[src/rtl/duty_ramp_if.sv]
// ----------------------------------------------------------------------------
// duty_ramp_if
// Target handshake plus duty/status outputs of the duty_ramp block.
// The master (upstream source) presents target/target_valid. The slave
// (duty_ramp) returns target_ready, the current duty, busy and done.
// ----------------------------------------------------------------------------
interface duty_ramp_if #(
  parameter int WIDTH = 8
);
  logic [WIDTH-1:0] target;
  logic             target_valid;
  logic             target_ready;
  logic [WIDTH-1:0] duty;
  logic             busy;
  logic             done;

  modport master (
    output target,
    output target_valid,
    input  target_ready,
    input  duty,
    input  busy,
    input  done
  );

  modport slave (
    input  target,
    input  target_valid,
    output target_ready,
    output duty,
    output busy,
    output done
  );
endinterface : duty_ramp_if

[src/rtl/duty_ramp.sv]
// ----------------------------------------------------------------------------
// duty_ramp
// Ramps a registered duty value toward a requested target by STEP every
// DIV_CYCLES clocks, so the downstream PWM fades smoothly instead of jumping.
// A target is accepted over a valid/ready handshake only while idle; done
// pulses for one cycle when the duty lands exactly on the target.
//
// Optional feature, macro DUTY_RAMP_PERIOD_SYNC_EN:
//   A free-running WIDTH-bit phase counter mirrors the PWM counter. The ramp
//   value lives in an internal register and the duty port is a shadow copy
//   refreshed only when phase is at its last count, so duty changes land on
//   PWM period boundaries. Completion then waits for the shadow to match.
// ----------------------------------------------------------------------------
module duty_ramp #(
  parameter int WIDTH      = 8,
  parameter int STEP       = 1,
  parameter int DIV_CYCLES = 1024
) (
  input  logic         clk,
  input  logic         rst_n,
  duty_ramp_if.slave   bus
);

  // Prescaler needs at least one bit even when DIV_CYCLES == 1.
  localparam int                PW         = (DIV_CYCLES > 1) ? $clog2(DIV_CYCLES) : 1;
  localparam logic [PW-1:0]     PRESC_LAST = PW'(DIV_CYCLES - 1);
  localparam logic [WIDTH-1:0]  STEP_W     = WIDTH'(STEP);

  typedef enum logic [1:0] {
    S_IDLE      = 2'd0,
    S_RAMP_UP   = 2'd1,
    S_RAMP_DOWN = 2'd2
  } state_t;

  // Registered state
  state_t           r_state;
  logic [WIDTH-1:0] r_target;
  logic [WIDTH-1:0] r_ramp;
  logic [PW-1:0]    r_presc;
  logic             r_done;

  // Next-state and helper nets
  state_t           w_state_nxt;
  logic [WIDTH-1:0] w_target_nxt;
  logic [WIDTH-1:0] w_ramp_nxt;
  logic [PW-1:0]    w_presc_nxt;
  logic             w_done_nxt;

  logic             w_idle;
  logic             w_tick;
  logic [WIDTH-1:0] w_diff_up;
  logic [WIDTH-1:0] w_diff_dn;
  logic             w_last_up;
  logic             w_last_dn;
  logic             w_finish_up;
  logic             w_finish_dn;

  assign w_idle = (r_state == S_IDLE);
  assign w_tick = (r_presc == PRESC_LAST);

  // Differences are only meaningful in their own ramp direction, where the
  // target is on the correct side of the ramp value, so they never go negative.
  assign w_diff_up = r_target - r_ramp;
  assign w_diff_dn = r_ramp - r_target;
  assign w_last_up = (w_diff_up <= STEP_W);
  assign w_last_dn = (w_diff_dn <= STEP_W);

`ifdef DUTY_RAMP_PERIOD_SYNC_EN
  logic [WIDTH-1:0] r_phase;
  logic [WIDTH-1:0] r_duty;
  logic             w_shadow_load;

  assign w_shadow_load = (r_phase == '1);

  // Completion is declared when the shadow (the visible duty) takes the
  // target value, not when the internal ramp first reaches it.
  assign w_finish_up = w_shadow_load && (r_ramp == r_target);
  assign w_finish_dn = w_shadow_load && (r_ramp == r_target);

  // Phase counter free-runs to track the PWM period; shadow duty refreshes
  // only at the period boundary.
  always_ff @(posedge clk or negedge rst_n) begin
    if (!rst_n) begin
      r_phase <= '0;
      r_duty  <= '0;
    end else begin
      r_phase <= r_phase + WIDTH'(1);
      if (w_shadow_load) begin
        r_duty <= r_ramp;
      end
    end
  end

  assign bus.duty = r_duty;
`else
  // Without period sync, the final tick that loads the target is the finish.
  assign w_finish_up = w_tick && w_last_up;
  assign w_finish_dn = w_tick && w_last_dn;

  assign bus.duty = r_ramp;
`endif

  // State, target, ramp value, prescaler and done pulse registers.
  // NOTE: sequential state uses non-blocking (<=) so every register samples
  // the pre-edge values; blocking here would create order-dependent races.
  always_ff @(posedge clk or negedge rst_n) begin
    if (!rst_n) begin
      r_state  <= S_IDLE;
      r_target <= '0;
      r_ramp   <= '0;
      r_presc  <= '0;
      r_done   <= 1'b0;
    end else begin
      r_state  <= w_state_nxt;
      r_target <= w_target_nxt;
      r_ramp   <= w_ramp_nxt;
      r_presc  <= w_presc_nxt;
      r_done   <= w_done_nxt;
    end
  end

  // Next-state logic: accept in IDLE, step on each prescaler tick while
  // ramping, return to IDLE with a done pulse when the target is reached.
  // NOTE: every signal driven here gets a default first; a path that left
  // one unassigned would infer a latch.
  always_comb begin
    w_state_nxt  = r_state;
    w_target_nxt = r_target;
    w_ramp_nxt   = r_ramp;
    w_presc_nxt  = r_presc;
    w_done_nxt   = 1'b0;

    case (r_state)
      S_IDLE: begin
        if (bus.target_valid) begin
          w_target_nxt = bus.target;
          w_presc_nxt  = '0;
          if (bus.target > r_ramp) begin
            w_state_nxt = S_RAMP_UP;
          end else if (bus.target < r_ramp) begin
            w_state_nxt = S_RAMP_DOWN;
          end else begin
            // Already there: stay idle and report completion next cycle.
            w_done_nxt = 1'b1;
          end
        end
      end

      S_RAMP_UP: begin
        w_presc_nxt = w_tick ? '0 : r_presc + PW'(1);
        if (w_tick) begin
          w_ramp_nxt = w_last_up ? r_target : r_ramp + STEP_W;
        end
        if (w_finish_up) begin
          w_state_nxt = S_IDLE;
          w_done_nxt  = 1'b1;
        end
      end

      S_RAMP_DOWN: begin
        w_presc_nxt = w_tick ? '0 : r_presc + PW'(1);
        if (w_tick) begin
          w_ramp_nxt = w_last_dn ? r_target : r_ramp - STEP_W;
        end
        if (w_finish_dn) begin
          w_state_nxt = S_IDLE;
          w_done_nxt  = 1'b1;
        end
      end

      default: begin
        w_state_nxt = S_IDLE;
      end
    endcase
  end

  assign bus.target_ready = w_idle;
  assign bus.busy         = !w_idle;
  assign bus.done         = r_done;

endmodule : duty_ramp
[src/flat_wrapper.sv]
// flat-port wrapper written by rule: the top's interface ports become plain ports
module duty_ramp_flat 
#(
  parameter int WIDTH      = 8,
  parameter int STEP       = 1,
  parameter int DIV_CYCLES = 1024
)
  (clk, rst_n, bus_target, bus_target_valid, bus_target_ready, bus_duty, bus_busy, bus_done);
  duty_ramp_if #(.WIDTH(WIDTH)) bus_i ();
  input  logic clk;
  input  logic rst_n;
  input wire logic [$bits(bus_i.target)-1:0] bus_target;
  input wire logic [$bits(bus_i.target_valid)-1:0] bus_target_valid;
  output wire logic [$bits(bus_i.target_ready)-1:0] bus_target_ready;
  output wire logic [$bits(bus_i.duty)-1:0] bus_duty;
  output wire logic [$bits(bus_i.busy)-1:0] bus_busy;
  output wire logic [$bits(bus_i.done)-1:0] bus_done;
  assign bus_i.target = bus_target;
  assign bus_i.target_valid = bus_target_valid;
  assign bus_target_ready = bus_i.target_ready;
  assign bus_duty = bus_i.duty;
  assign bus_busy = bus_i.busy;
  assign bus_done = bus_i.done;
  duty_ramp #(.WIDTH(WIDTH), .STEP(STEP), .DIV_CYCLES(DIV_CYCLES)) u_core (.clk(clk), .rst_n(rst_n), .bus(bus_i));
endmodule
[config.mk]
export PLATFORM = sky130hd
export DESIGN_NAME = duty_ramp_flat
export DESIGN_NICKNAME = d
export VERILOG_FILES = /design/src/rtl/duty_ramp_if.sv /design/src/rtl/duty_ramp.sv /design/src/flat_wrapper.sv
export SDC_FILE = /design/constraint.sdc
export NUM_CORES = 1
export LEC_CHECK = 0
export CAP_MARGIN = 0
export CORE_UTILIZATION = 35
export CTS_CLUSTER_DIAMETER = 200
export DETAILED_ROUTE_END_ITERATION = 12
export GPL_ROUTABILITY_DRIVEN = 0
export SLEW_MARGIN = 5
export SYNTH_ARGS = -nofsm -noshare
export SYNTH_HDL_FRONTEND = slang
export SYNTH_SLANG_ARGS = --single-unit
[constraint.sdc]
create_clock -name clk -period 4.5 [get_ports clk]
set_input_delay 0.45 -clock clk [delete_from_list [all_inputs] [get_ports clk]]
set_output_delay 0.45 -clock clk [all_outputs]
set_load 0.02 [all_outputs]
### Yosys cells after proc, flatten, opt, wreduce, memory -nomap -nowiden

Index checks and enable logic that the tools add are counted.

* reductions and logical operators: 11
* add/subtract/negate cells: 5
* mux-type cells: 20
* order comparisons: 4
* equality and inequality tests: 9

Operators by type and width (number)
* 8-bit 2-to-1 mux: 4
* 10-bit 2-to-1 mux: 2
* 10-bit one-hot mux with 2 select lines: 1
* 8-bit by 1-bit less-or-equal comparator with 1-bit output, second input constant: 2
* 8-bit one-hot mux with 2 select lines: 1
* 8-bit subtractor: 2
* 10-bit by 1-bit adder with 10-bit output, second input constant: 1
* 10-bit equality test, second input constant: 1
* 2-bit 2-to-1 mux: 5
* 8-bit by 1-bit adder with 8-bit output, second input constant: 1
* 8-bit > comparator: 1
* 8-bit less-than comparator: 1
* 2-bit by 1-bit inequality test with 1-bit output, second input constant: 4
* 8-bit by 1-bit subtractor with 8-bit output, second input constant: 1
* 2-bit one-hot mux with 3 select lines: 1
* 1-bit 2-to-1 mux: 5
* 2-bit AND reduction: 2
* 4-bit AND reduction: 1
* 2-bit nonzero test: 2
* 3-bit inequality test, second input constant: 1
* 1-bit one-hot mux with 3 select lines: 1
* 3-bit AND reduction: 1
* 2-bit by 1-bit equality test with 1-bit output, second input constant: 1
* 2-bit equality test, second input constant: 1
* other kinds (5): 6

* bits in registers: 29
* output and inout bits: 11
* logic and storage cells: 54
* input bits: 11

### Logic depth before layout (Yosys ltp)

Gate-level depths: netlist (run 1).

* depth in word-level cells: 5
* mapped depth: 11
* depth with buffers taken out: 10

### Least setup slack after synthesis (run 1)

OpenSTA, ideal clock, no wires.

* kind: register -> register
* from: register u_core.r_ramp[2], in the netlist u_core.bus.duty[2]
* to: register u_core.r_ramp[4], in the netlist u_core.bus.duty[4]
* library setup time: 140 ps
* path slack: 1581 ps
* clock period less this slack: 2919 ps
* data required time: 4360 ps
* stages on the path, launching flop included: 12
* arrival: 2778 ps
* cell sequence: dfrtp_1 > inv_1 > ha_1 > buf_6 > and3b_4 > nor4_2 > o21ai_1 > a2111o_1 > or2_1 > buf_6 > o311ai_1 > o211ai_1

* cells in the longest elaborated chain, start to end: 5
* elaborated cells between the ends (all ways): 11
* classes of those cells: 4 x add/sub; 2 x order compare; 5 x mux

RTL lines
* start: declaration: line duty_ramp.sv:38 `logic [WIDTH-1:0] r_ramp;`
* start signal: assignment: line duty_ramp.sv:116 `r_ramp <= w_ramp_nxt;`
* 8-bit subtractor, on equally long branches: line duty_ramp.sv:64, duty_ramp.sv:63
* 8-bit by 1-bit less-or-equal comparator with 1-bit output, on equally long branches: line duty_ramp.sv:66, duty_ramp.sv:65
* 8-bit 2-to-1 mux, on equally long branches: line duty_ramp.sv:163, duty_ramp.sv:152
* 8-bit 2-to-1 mux, on equally long branches: line duty_ramp.sv:162, duty_ramp.sv:151
* 8-bit one-hot mux with 2 select lines *: line duty_ramp.sv:133 `case (r_state)`

Every way passes the cells marked *; elsewhere a longest branch is shown, timed or not. The select of a mux whose other input is x is not followed.
A chain may end at the register's enable or synchronous reset.

### Final worst setup path (run 1)

Same ends and word-level chain as after synthesis.

==> flow_summary.html, run 1 <==
<table>
<tr><th>Metric</th><th>Value</th></tr>
<tr><th colspan="2">Global routing</th></tr>
<tr><td>Overflow left after global routing</td><td>0</td></tr>
<tr><td>First-pass GRT wire length</td><td>10.46 mm</td></tr>
<tr><td>Number of global-route vias before repair</td><td>~2,200</td></tr>
<tr><td>Antenna violations before repair</td><td>0</td></tr>
<tr><td>Largest net degree at the start of global routing</td><td>30</td></tr>
<tr><td>Combined global-route utilization of all metal layers</td><td>roughly 17%</td></tr>
<tr><th colspan="2">Synthesis</th></tr>
<tr><td>Register bit total from synthesis</td><td>29</td></tr>
<tr><td>Leading cell types by count after synthesis</td><td>sky130_fd_sc_hd__dfrtp_1 (29), sky130_fd_sc_hd__ha_1 (29), sky130_fd_sc_hd__nor2_1 (26)</td></tr>
<tr><td>Most frequently used flop master after synthesis</td><td>sky130_fd_sc_hd__dfrtp_1</td></tr>
<tr><td>Count of different cell masters after synthesis</td><td>between 50 and 60</td></tr>
<tr><td>Net Count, Synth</td><td>338</td></tr>
<tr><td>Post-synthesis area per instance</td><td>between 8 and 9 um2</td></tr>
<tr><td>Top cells by area in the synthesized netlist</td><td>sky130_fd_sc_hd__dfrtp_1 (28%), sky130_fd_sc_hd__ha_1 (14%), sky130_fd_sc_hd__nor2_1 (3.7%)</td></tr>
<tr><td>Area share of the largest cell type after synthesis</td><td>27.84%</td></tr>
<tr><td>Warnings, synthesis</td><td>0</td></tr>
<tr><td>Cells after Synth</td><td>296</td></tr>
<tr><td>Mapped cell area</td><td>approximately 2600 um2</td></tr>
<tr><td>EDFF count, synth</td><td>0</td></tr>
<tr><td>Most area-hungry cell type in the Yosys netlist</td><td>sky130_fd_sc_hd__dfrtp_1</td></tr>
<tr><td>Share of async-settable or async-resettable flops after synthesis</td><td>100.0%</td></tr>
<tr><td>Proportion of synthesized chip area in sequential cells</td><td>27.84%</td></tr>
<tr><th colspan="2">Placed design</th></tr>
<tr><td>Cell total after placement</td><td>slightly above 400</td></tr>
<tr><td>Worst Setup Slack post-DPL</td><td>1.411 ns</td></tr>
<tr><td># port buffers</td><td>21</td></tr>
<tr><td>Final HPWL from detailed placement</td><td>4.708 mm</td></tr>
<tr><th colspan="2">Clock tree</th></tr>
<tr><td>Clock insertion delay at the later pin of the skew report</td><td>0.28 ns</td></tr>
<tr><td>Worst-path clk slew</td><td>0.06 ns</td></tr>
<tr><td>Num CTS Buffers</td><td>5</td></tr>
<tr><td>CTS tree</td><td>done</td></tr>
<tr><td>Maximum clock insertion buffer count</td><td>2</td></tr>
<tr><td>Hold buffers post-CTS</td><td>0</td></tr>
<tr><td>Post-cts resize count</td><td>0</td></tr>
<tr><td>Postcts setup bufs</td><td>0</td></tr>
<tr><td>Clock sink count</td><td>29</td></tr>
<tr><td>Number of levels the H-tree was split into</td><td>2</td></tr>
<tr><td>Clock Root Buffer</td><td>sky130_fd_sc_hd__clkbuf_8</td></tr>
<tr><th colspan="2">Route</th></tr>
<tr><td>Total wirelength of the detailed-routed design</td><td>6.075 mm</td></tr>
<tr><td>Count of antenna-violating nets left after detailed routing</td><td>0</td></tr>
<tr><td>Number of vias in the routed layout</td><td>2,245</td></tr>
<tr><td>Number of DRC violations after detailed routing</td><td>0</td></tr>
<tr><td>Routed via count divided by cell count</td><td>5.371</td></tr>
<tr><td>WL/cell</td><td>14.53 um</td></tr>
<tr><td>Count of routing violations after the opening detailed-route iteration</td><td>128</td></tr>
<tr><td>Detailed-router iteration count before antenna repair</td><td>4</td></tr>
<tr><th colspan="2">Cells and area</th></tr>
<tr><td>Area growth from synthesis to final layout</td><td>14.69%</td></tr>
<tr><td>Number of non-filler instances in the completed layout</td><td>418</td></tr>
<tr><td>ANT cells</td><td>0</td></tr>
<tr><td>Util after Layout</td><td>41.43%</td></tr>
<tr><td>Final #Nets</td><td>360</td></tr>
<tr><td>Ratio of cells with drive above 1 in the final layout</td><td>7.524%</td></tr>
<tr><th colspan="2">STA</th></tr>
<tr><td>Min cycle time layout</td><td>3.135 ns</td></tr>
<tr><td>Final Cycle Share</td><td>between 60% and 70%</td></tr>
<tr><td>Final-report max-slew violation count</td><td>0</td></tr>
<tr><td>Clock skew after layout</td><td>0.003892 ns</td></tr>
<tr><td>Setup slack after layout</td><td>1.365 ns</td></tr>
<tr><td>Worst slew margin</td><td>63.61%</td></tr>
<tr><td>Setup violations, final</td><td>0</td></tr>
<tr><td>Total negative setup slack</td><td>0 ns</td></tr>
<tr><td>Final hold violations</td><td>0</td></tr>
<tr><td>Unrepaired setup endpoints after global routing</td><td>no</td></tr>
<tr><td>Maximum operating frequency</td><td>318.9 MHz</td></tr>
<tr><td>Actual slew at the worst max-slew pin</td><td>around 0.55 ns</td></tr>
<tr><th colspan="2">Power and ir drop</th></tr>
<tr><td>Total Power</td><td>roughly 1.9 mW</td></tr>
<tr><td>Total power per unit cell area</td><td>634.3 nW/um2</td></tr>
<tr><td>Leakage</td><td>1.318 nW</td></tr>
<tr><td>VDD IR max</td><td>0.2923 mV</td></tr>
<tr><th colspan="2">Setup path</th></tr>
<tr><td>Register-to-Register Setup Slack</td><td>1.36 ns</td></tr>
<tr><td>Crit Path Class</td><td>reg -&gt; reg</td></tr>
<tr><td>Crit. End Element</td><td>flip-flop</td></tr>
<tr><td>Startpoint Class</td><td>flip-flop</td></tr>
<tr><td>Worst-path cell chain</td><td>inv_1, ha_1, and3b_4, nor4_2, o21ai_1, a2111o_1, or2_1, o311ai_1, o211ai_1</td></tr>
<tr><td>Data arrival, critical path</td><td>roughly 3.3 ns</td></tr>
<tr><td>Cell family contributing the most delay on the critical path</td><td>compound AO/OA/AOI/OAI gates</td></tr>
<tr><td>Crit Path Max Fanout</td><td>9</td></tr>
<tr><td>Cell at the slowest stage of the critical path</td><td>sky130_fd_sc_hd__dfrtp_1</td></tr>
<tr><td>Worst path bufs/invs</td><td>1</td></tr>
<tr><td>Required @ worst endpoint</td><td>4.65 ns</td></tr>
<tr><td>Biggest cell delay along the critical path</td><td>around 0.53 ns</td></tr>
<tr><th colspan="2">Floorplanning</th></tr>
<tr><td>Placeable core region</td><td>7214 um2</td></tr>
<tr><td>Die ar.</td><td>approximately 7800 um2</td></tr>
<tr><td>Number of top-level pins</td><td>22</td></tr>
<tr><td>Height of the die</td><td>around 88 um</td></tr>
<tr><td>Effective utilization at floorplan</td><td>36.13%</td></tr>
<tr><td>Row count</td><td>31</td></tr>
<tr><td>Chip Width</td><td>88.29 um</td></tr>
<tr><th colspan="2">Run</th></tr>
<tr><td>Max capacitance violation total</td><td>0</td></tr>
<tr><th colspan="2">Min path</th></tr>
<tr><td>Worst Hold Class</td><td>reg -&gt; reg</td></tr>
<tr><th colspan="2">Outcome</th></tr>
<tr><td>Status</td><td>finished clean</td></tr>
</table>
per-stage QoR:
step                      instance area [um2]  hold slack, ns
after CTS                                2989          0.5198
after floorplan                          2606          0.1544
after detailed placement                 2907          0.5055
final                                    2989          0.5099
after global placement                   2907          0.4936
after global routing                     2989          0.5324
flip-flops by register name, indices dropped and copies added (netlist names):
signal / cells
u_core.bus.duty: 8
u_core.r_presc: 10
u_core.r_state: 2
u_core.bus.done: 1
u_core.r_target: 8
final timing paths:
check                      cells after the start                           start                        endpoint
max                                            9  u_core.bus.duty[2]$_DFFE_PN0P_  u_core.bus.duty[4]$_DFFE_PN0P_
min                                            1   u_core.r_presc[8]$_DFFE_PN0P_   u_core.r_presc[8]$_DFFE_PN0P_
max in group asynchronous                      2                           rst_n   u_core.r_presc[9]$_DFFE_PN0P_
min reg2reg                                    1   u_core.r_presc[8]$_DFFE_PN0P_   u_core.r_presc[8]$_DFFE_PN0P_
min in group asynchronous                      2                           rst_n   u_core.r_presc[3]$_DFFE_PN0P_
max reg2reg                                    9  u_core.bus.duty[2]$_DFFE_PN0P_  u_core.bus.duty[4]$_DFFE_PN0P_
power by group:
part           internal (mW)  switching, mW  leakage [nW]
clock network          0.107          0.101        0.0450
logic                  0.530          0.704         0.903
registers              0.332          0.122         0.370
cell type report:
cell class | instances | area, um2
inverter | 25 | 93.84
sequential | 29 | 725.7
clock buffer | 6 | 72.57
multi-input combinational | 234 | 1738
clock inverter | 2 | 10.01
timing repair buffer | 23 | 225.2
tap | 99 | 123.9
fill | 732 | 4225
placed cells by master (no fill, tap or decap), types with 3 or more instances in the layout:
cell type	count
sky130_fd_sc_hd__and3_1	3
sky130_fd_sc_hd__ha_1	29
sky130_fd_sc_hd__nand2_1	21
sky130_fd_sc_hd__o211ai_1	7
sky130_fd_sc_hd__nor3_1	7
sky130_fd_sc_hd__o31a_1	3
sky130_fd_sc_hd__nor2b_1	4
sky130_fd_sc_hd__a21o_1	6
sky130_fd_sc_hd__nor2_1	26
sky130_fd_sc_hd__nand4_1	9
sky130_fd_sc_hd__mux2_2	8
sky130_fd_sc_hd__nor4_1	3
sky130_fd_sc_hd__o21a_1	4
sky130_fd_sc_hd__o21ai_0	14
sky130_fd_sc_hd__a21oi_1	15
sky130_fd_sc_hd__dfrtp_1	29
sky130_fd_sc_hd__clkdlybuf4s50_1	21
sky130_fd_sc_hd__o221ai_1	3
sky130_fd_sc_hd__o31ai_1	3
sky130_fd_sc_hd__inv_1	25
sky130_fd_sc_hd__xor2_1	8
sky130_fd_sc_hd__o32ai_1	3
sky130_fd_sc_hd__xnor2_1	10
sky130_fd_sc_hd__clkbuf_8	5
sky130_fd_sc_hd__nand3_1	7
sky130_fd_sc_hd__mux2i_1	8
metal layers:
| layer | wire length [um] | global-route usage (%) |
|---|---|---|
| met1 | 2822 | 22.84 |
| met2 | 2972 | 29.02 |
| met3 | 195 | 2.239 |
| met4 | 85 | 6.158 |
| met5 | 0 | 0 |
cells by family (layout without fill, tap and decap cells):
| logic type | count (synthesis) | after routing | share of synthesized area [%] |
|---|---|---|---|
| AOI/OAI and AO/OA | 76 | 76 | 20.69 |
| xor gates and xnor gates | 18 | 18 | 6.049 |
| adders and majority gates | 31 | 31 | 15.46 |
| buffers and inverters | 33 | 56 | 5.473 |
| DFF | 29 | 29 | 27.84 |
| muxes | 16 | 16 | 6.529 |
| and+or+nand+nor | 93 | 93 | 17.95 |
(Power assumes the default switching activity.)
==> inputs of run 2 (changes only) <==
clock period = 2.65 ns   (was 4.5 ns; I/O delays follow)
==> run 2 against run 1 <==
Net effect: global-route usage grew 1.4 points; combinational power is 130% higher; die area is the same; sequential cell count unchanged; final area rose by 12%; critical path depth did not move; clock skew is 0.0093 ns higher; critical endpoint is now u_core.bus.duty[3]$_DFFE_PN0P_; largest cell class unchanged.
==> flow_summary.html, run 2 (synthesis results as in run 1) <==
<table>
<tr><th>Metric</th><th>Value</th></tr>
<tr><th colspan="2">Setup path</th></tr>
<tr><td>Worst Reg-to-Reg Cells</td><td>9 (unchanged)</td></tr>
<tr><td>Register-to-Register Setup Slack</td><td>0.01 ns (-1.35 ns)</td></tr>
<tr><td>Worst path bufs/invs</td><td>1 (unchanged)</td></tr>
<tr><td>Crit Path Class</td><td>reg -&gt; reg</td></tr>
<tr><td>Cell at the slowest stage of the critical path</td><td>sky130_fd_sc_hd__dfrtp_2</td></tr>
<tr><td>Reg-to-reg critical path endpoint</td><td>u_core.bus.duty[3]$_DFFE_PN0P_</td></tr>
<tr><td>Startpoint Class</td><td>flip-flop</td></tr>
<tr><td>Biggest cell delay along the critical path</td><td>0.43 ns (-0.10 ns)</td></tr>
<tr><td>Timing startpoint of the critical path</td><td>u_core.bus.duty[1]$_DFFE_PN0P_</td></tr>
<tr><td>Worst reg2reg startpoint</td><td>u_core.bus.duty[1]$_DFFE_PN0P_</td></tr>
<tr><td>Cell family contributing the most delay on the critical path</td><td>simple AND/OR/NAND/NOR gates</td></tr>
<tr><td>Worst-path cell chain</td><td>inv_2, ha_1, and3b_4, nor4_2, o21ai_1, a2111o_1, or2_4, o311ai_1, nand4_1</td></tr>
<tr><td>Count of cell instances traversed by the critical path</td><td>9 (unchanged)</td></tr>
<tr><td>End point of the critical path</td><td>u_core.bus.duty[3]$_DFFE_PN0P_</td></tr>
<tr><td>Required @ worst endpoint</td><td>2.81 ns (-1.84 ns)</td></tr>
<tr><td>Crit Path Max Fanout</td><td>8 (-1)</td></tr>
<tr><td>Data arrival, critical path</td><td>2.80 ns (-0.48 ns)</td></tr>
<tr><td>Crit. End Element</td><td>flip-flop</td></tr>
<tr><th colspan="2">Power and ir drop</th></tr>
<tr><td>Total Power</td><td>3.835 mW (+100%)</td></tr>
<tr><td>Total power per unit cell area</td><td>1141 nW/um2 (+80%)</td></tr>
<tr><td>VDD IR max</td><td>0.6689 mV (+130%)</td></tr>
<tr><td>Leakage</td><td>1.470 nW (+12%)</td></tr>
<tr><th colspan="2">Clock tree</th></tr>
<tr><td>Number of levels the H-tree was split into</td><td>2 (unchanged)</td></tr>
<tr><td>Worst-path clk slew</td><td>0.08 ns (+0.02 ns)</td></tr>
<tr><td>Num CTS Buffers</td><td>5 (unchanged)</td></tr>
<tr><td>Clock Root Buffer</td><td>sky130_fd_sc_hd__clkbuf_8</td></tr>
<tr><td>Clock insertion delay at the later pin of the skew report</td><td>0.29 ns (about the same)</td></tr>
<tr><td>Maximum clock insertion buffer count</td><td>2 (unchanged)</td></tr>
<tr><td>Clock sink count</td><td>29 (unchanged)</td></tr>
<tr><td>Hold buffers post-CTS</td><td>0 (unchanged)</td></tr>
<tr><td>CTS tree</td><td>done</td></tr>
<tr><th colspan="2">STA</th></tr>
<tr><td>Final hold violations</td><td>0 (unchanged)</td></tr>
<tr><td>Setup violations, final</td><td>0 (unchanged)</td></tr>
<tr><td>Min cycle time layout</td><td>2.639 ns (-0.4962 ns)</td></tr>
<tr><td>Unrepaired setup endpoints after global routing</td><td>yes</td></tr>
<tr><td>Actual slew at the worst max-slew pin</td><td>0.5663 ns (+0.02056 ns)</td></tr>
<tr><td>Worst hold slack after final layout</td><td>0.3590 ns (-0.1509 ns)</td></tr>
<tr><td>Worst slew margin</td><td>62.24% (-1.4 points)</td></tr>
<tr><td>Clock skew after layout</td><td>0.01315 ns (+0.009258 ns)</td></tr>
<tr><td>Final Cycle Share</td><td>99.59% (+30 points)</td></tr>
<tr><td>Maximum operating frequency</td><td>378.9 MHz (+19%)</td></tr>
<tr><td>Final-report max-slew violation count</td><td>0 (unchanged)</td></tr>
<tr><td>Total negative setup slack</td><td>0 ns (unchanged)</td></tr>
<tr><th colspan="2">Cells and area</th></tr>
<tr><td>Count of fill cells added during filler insertion</td><td>695 (-5.1%)</td></tr>
<tr><td>Number of flip-flops in the largest register</td><td>10 (unchanged)</td></tr>
<tr><td>Register bank with the most flops</td><td>u_core.r_presc</td></tr>
<tr><td>Multi-input gate area</td><td>1858 um2 (+6.9%)</td></tr>
<tr><td>Commonest non-fill, non-tap cell in the layout</td><td>sky130_fd_sc_hd__buf_4</td></tr>
<tr><td>Ratio of cells with drive above 1 in the final layout</td><td>23.43% (+16 points)</td></tr>
<tr><td>Sequential cell area</td><td>733.2 um2 (+1.0%)</td></tr>
<tr><td>Area growth from synthesis to final layout</td><td>28.95%</td></tr>
<tr><td>ANT cells</td><td>0 (unchanged)</td></tr>
<tr><td>Final #Nets</td><td>391 (+8.6%)</td></tr>
<tr><td>Most frequent cells in the layout</td><td>sky130_fd_sc_hd__buf_4 (31), sky130_fd_sc_hd__ha_1 (27), sky130_fd_sc_hd__nor2_1 (25), sky130_fd_sc_hd__dfrtp_1 (23), sky130_fd_sc_hd__inv_1 (22)</td></tr>
<tr><th colspan="2">Global routing</th></tr>
<tr><td>Combined global-route utilization of all metal layers</td><td>18.67% (+1.4 points)</td></tr>
<tr><td>Number of global-route vias before repair</td><td>2,320 (+5.4%)</td></tr>
<tr><td>Antenna violations before repair</td><td>0 (unchanged)</td></tr>
<tr><td>Largest net degree at the start of global routing</td><td>30 (unchanged)</td></tr>
<tr><td>Overflow left after global routing</td><td>0 (unchanged)</td></tr>
<tr><td>First-pass GRT wire length</td><td>11.21 mm (+7.1%)</td></tr>
<tr><th colspan="2">Placed design</th></tr>
<tr><td># port buffers</td><td>21 (unchanged)</td></tr>
<tr><td>Final HPWL from detailed placement</td><td>5.314 mm (+13%)</td></tr>
<tr><th colspan="2">Route</th></tr>
<tr><td>Number of vias in the routed layout</td><td>2,425 (+8.0%)</td></tr>
<tr><td>Count of routing violations after the opening detailed-route iteration</td><td>139 (+8.6%)</td></tr>
<tr><td>Routed via count divided by cell count</td><td>5.401 (+0.56%)</td></tr>
<tr><td>WL/cell</td><td>15.54 um (+6.9%)</td></tr>
<tr><td>Count of antenna-violating nets left after detailed routing</td><td>0 (unchanged)</td></tr>
<tr><td>Detailed-router iteration count before antenna repair</td><td>6 (+2)</td></tr>
<tr><td>Number of DRC violations after detailed routing</td><td>0 (unchanged)</td></tr>
<tr><td>Total wirelength of the detailed-routed design</td><td>6.979 mm (+15%)</td></tr>
<tr><th colspan="2">Floorplanning</th></tr>
<tr><td>Die ar.</td><td>7795 um2 (unchanged)</td></tr>
<tr><td>Effective utilization at floorplan</td><td>36.13% (unchanged)</td></tr>
<tr><td>Placeable core region</td><td>7214 um2 (unchanged)</td></tr>
<tr><td>Chip Width</td><td>88.29 um (unchanged)</td></tr>
<tr><td>Row count</td><td>31 (unchanged)</td></tr>
<tr><td>Number of top-level pins</td><td>22 (unchanged)</td></tr>
<tr><td>Height of the die</td><td>88.29 um (unchanged)</td></tr>
<tr><th colspan="2">Run</th></tr>
<tr><td>Max capacitance violation total</td><td>0 (unchanged)</td></tr>
<tr><th colspan="2">Min path</th></tr>
<tr><td>Worst Hold Class</td><td>in -&gt; async</td></tr>
<tr><th colspan="2">Outcome</th></tr>
<tr><td>Status</td><td>finished clean</td></tr>
</table>
==> run 2: cell type report <==
| class | instances | area share [%] |
|---|---|---|
| timing repair buffer | 54 | 13.85 |
| clock buffer | 5 | 2.048 |
| multi-input combinational | 234 | 55.29 |
| clock inverter | 3 | 0.5212 |
| tap | 99 | 3.686 |
| sequential | 29 | 21.82 |
| inverter | 25 | 2.792 |
==> run 2: per-stage QoR <==
step	setup WS, ns	util, %	instances	area, um2
2_1_floorplan	0.01272	-	296	2654
3_3_place_gp	0.006885	43.93	439	3169
3_5_place_dp	-0.05253	43.93	439	3169
4_1_cts	0.003420	45.28	447	3267
5_1_grt	-0.08986	46.58	449	3361
6_report	0.01083	46.58	449	3361
==> run 2: what timing repair did <==
action | CTS | global route
pin swaps | 0 | 8
endpoints found under the setup margin | 7 | 10
cloned | 0 | 1
buffers inserted | 0 | 1
resized for setup | 4 | 19
==> run 2: worst reg2reg max path: stages, from the launching register on <==
cell                       delay, ns
sky130_fd_sc_hd__dfrtp_2        0.43
sky130_fd_sc_hd__inv_2          0.08
sky130_fd_sc_hd__ha_1           0.32
sky130_fd_sc_hd__and3b_4        0.20
sky130_fd_sc_hd__nor4_2         0.26
sky130_fd_sc_hd__o21ai_1        0.10
sky130_fd_sc_hd__a2111o_1       0.36
sky130_fd_sc_hd__or2_4          0.30
sky130_fd_sc_hd__o311ai_1       0.31
sky130_fd_sc_hd__nand4_1        0.15
==> run 2: where the power goes <==
group | total (mW) | internal, mW | switching (mW)
Clock | 0.378 | 0.181 | 0.197
Combinational | 2.77 | 1.24 | 1.53
Sequential | 0.689 | 0.570 | 0.119
==> run 2: how the worst min path moves through the flow <==
stage	endpoint	slack, ns	cells past startpoint
4_1_cts	u_core.r_presc[5]$_DFFE_PN0P_	0.36	2
6_report	u_core.r_presc[9]$_DFFE_PN0P_	0.36	2
2_1_floorplan	u_core.bus.done$_DFF_PN0_	-0.03	0
3_3_place_gp	u_core.r_presc[8]$_DFFE_PN0P_	0.50	1
3_5_place_dp	u_core.r_presc[8]$_DFFE_PN0P_	0.50	1
5_1_grt	u_core.r_presc[5]$_DFFE_PN0P_	0.41	2
==> run 2: layer usage <==
metal	vias to the layer above	global-route usage (%)	wire length [um]
met5	-	0	0
met4	0	7.185	129
met3	12	2.332	237
met2	52	31.47	3409
met1	1177	24.43	3203
li1	1184	-	-
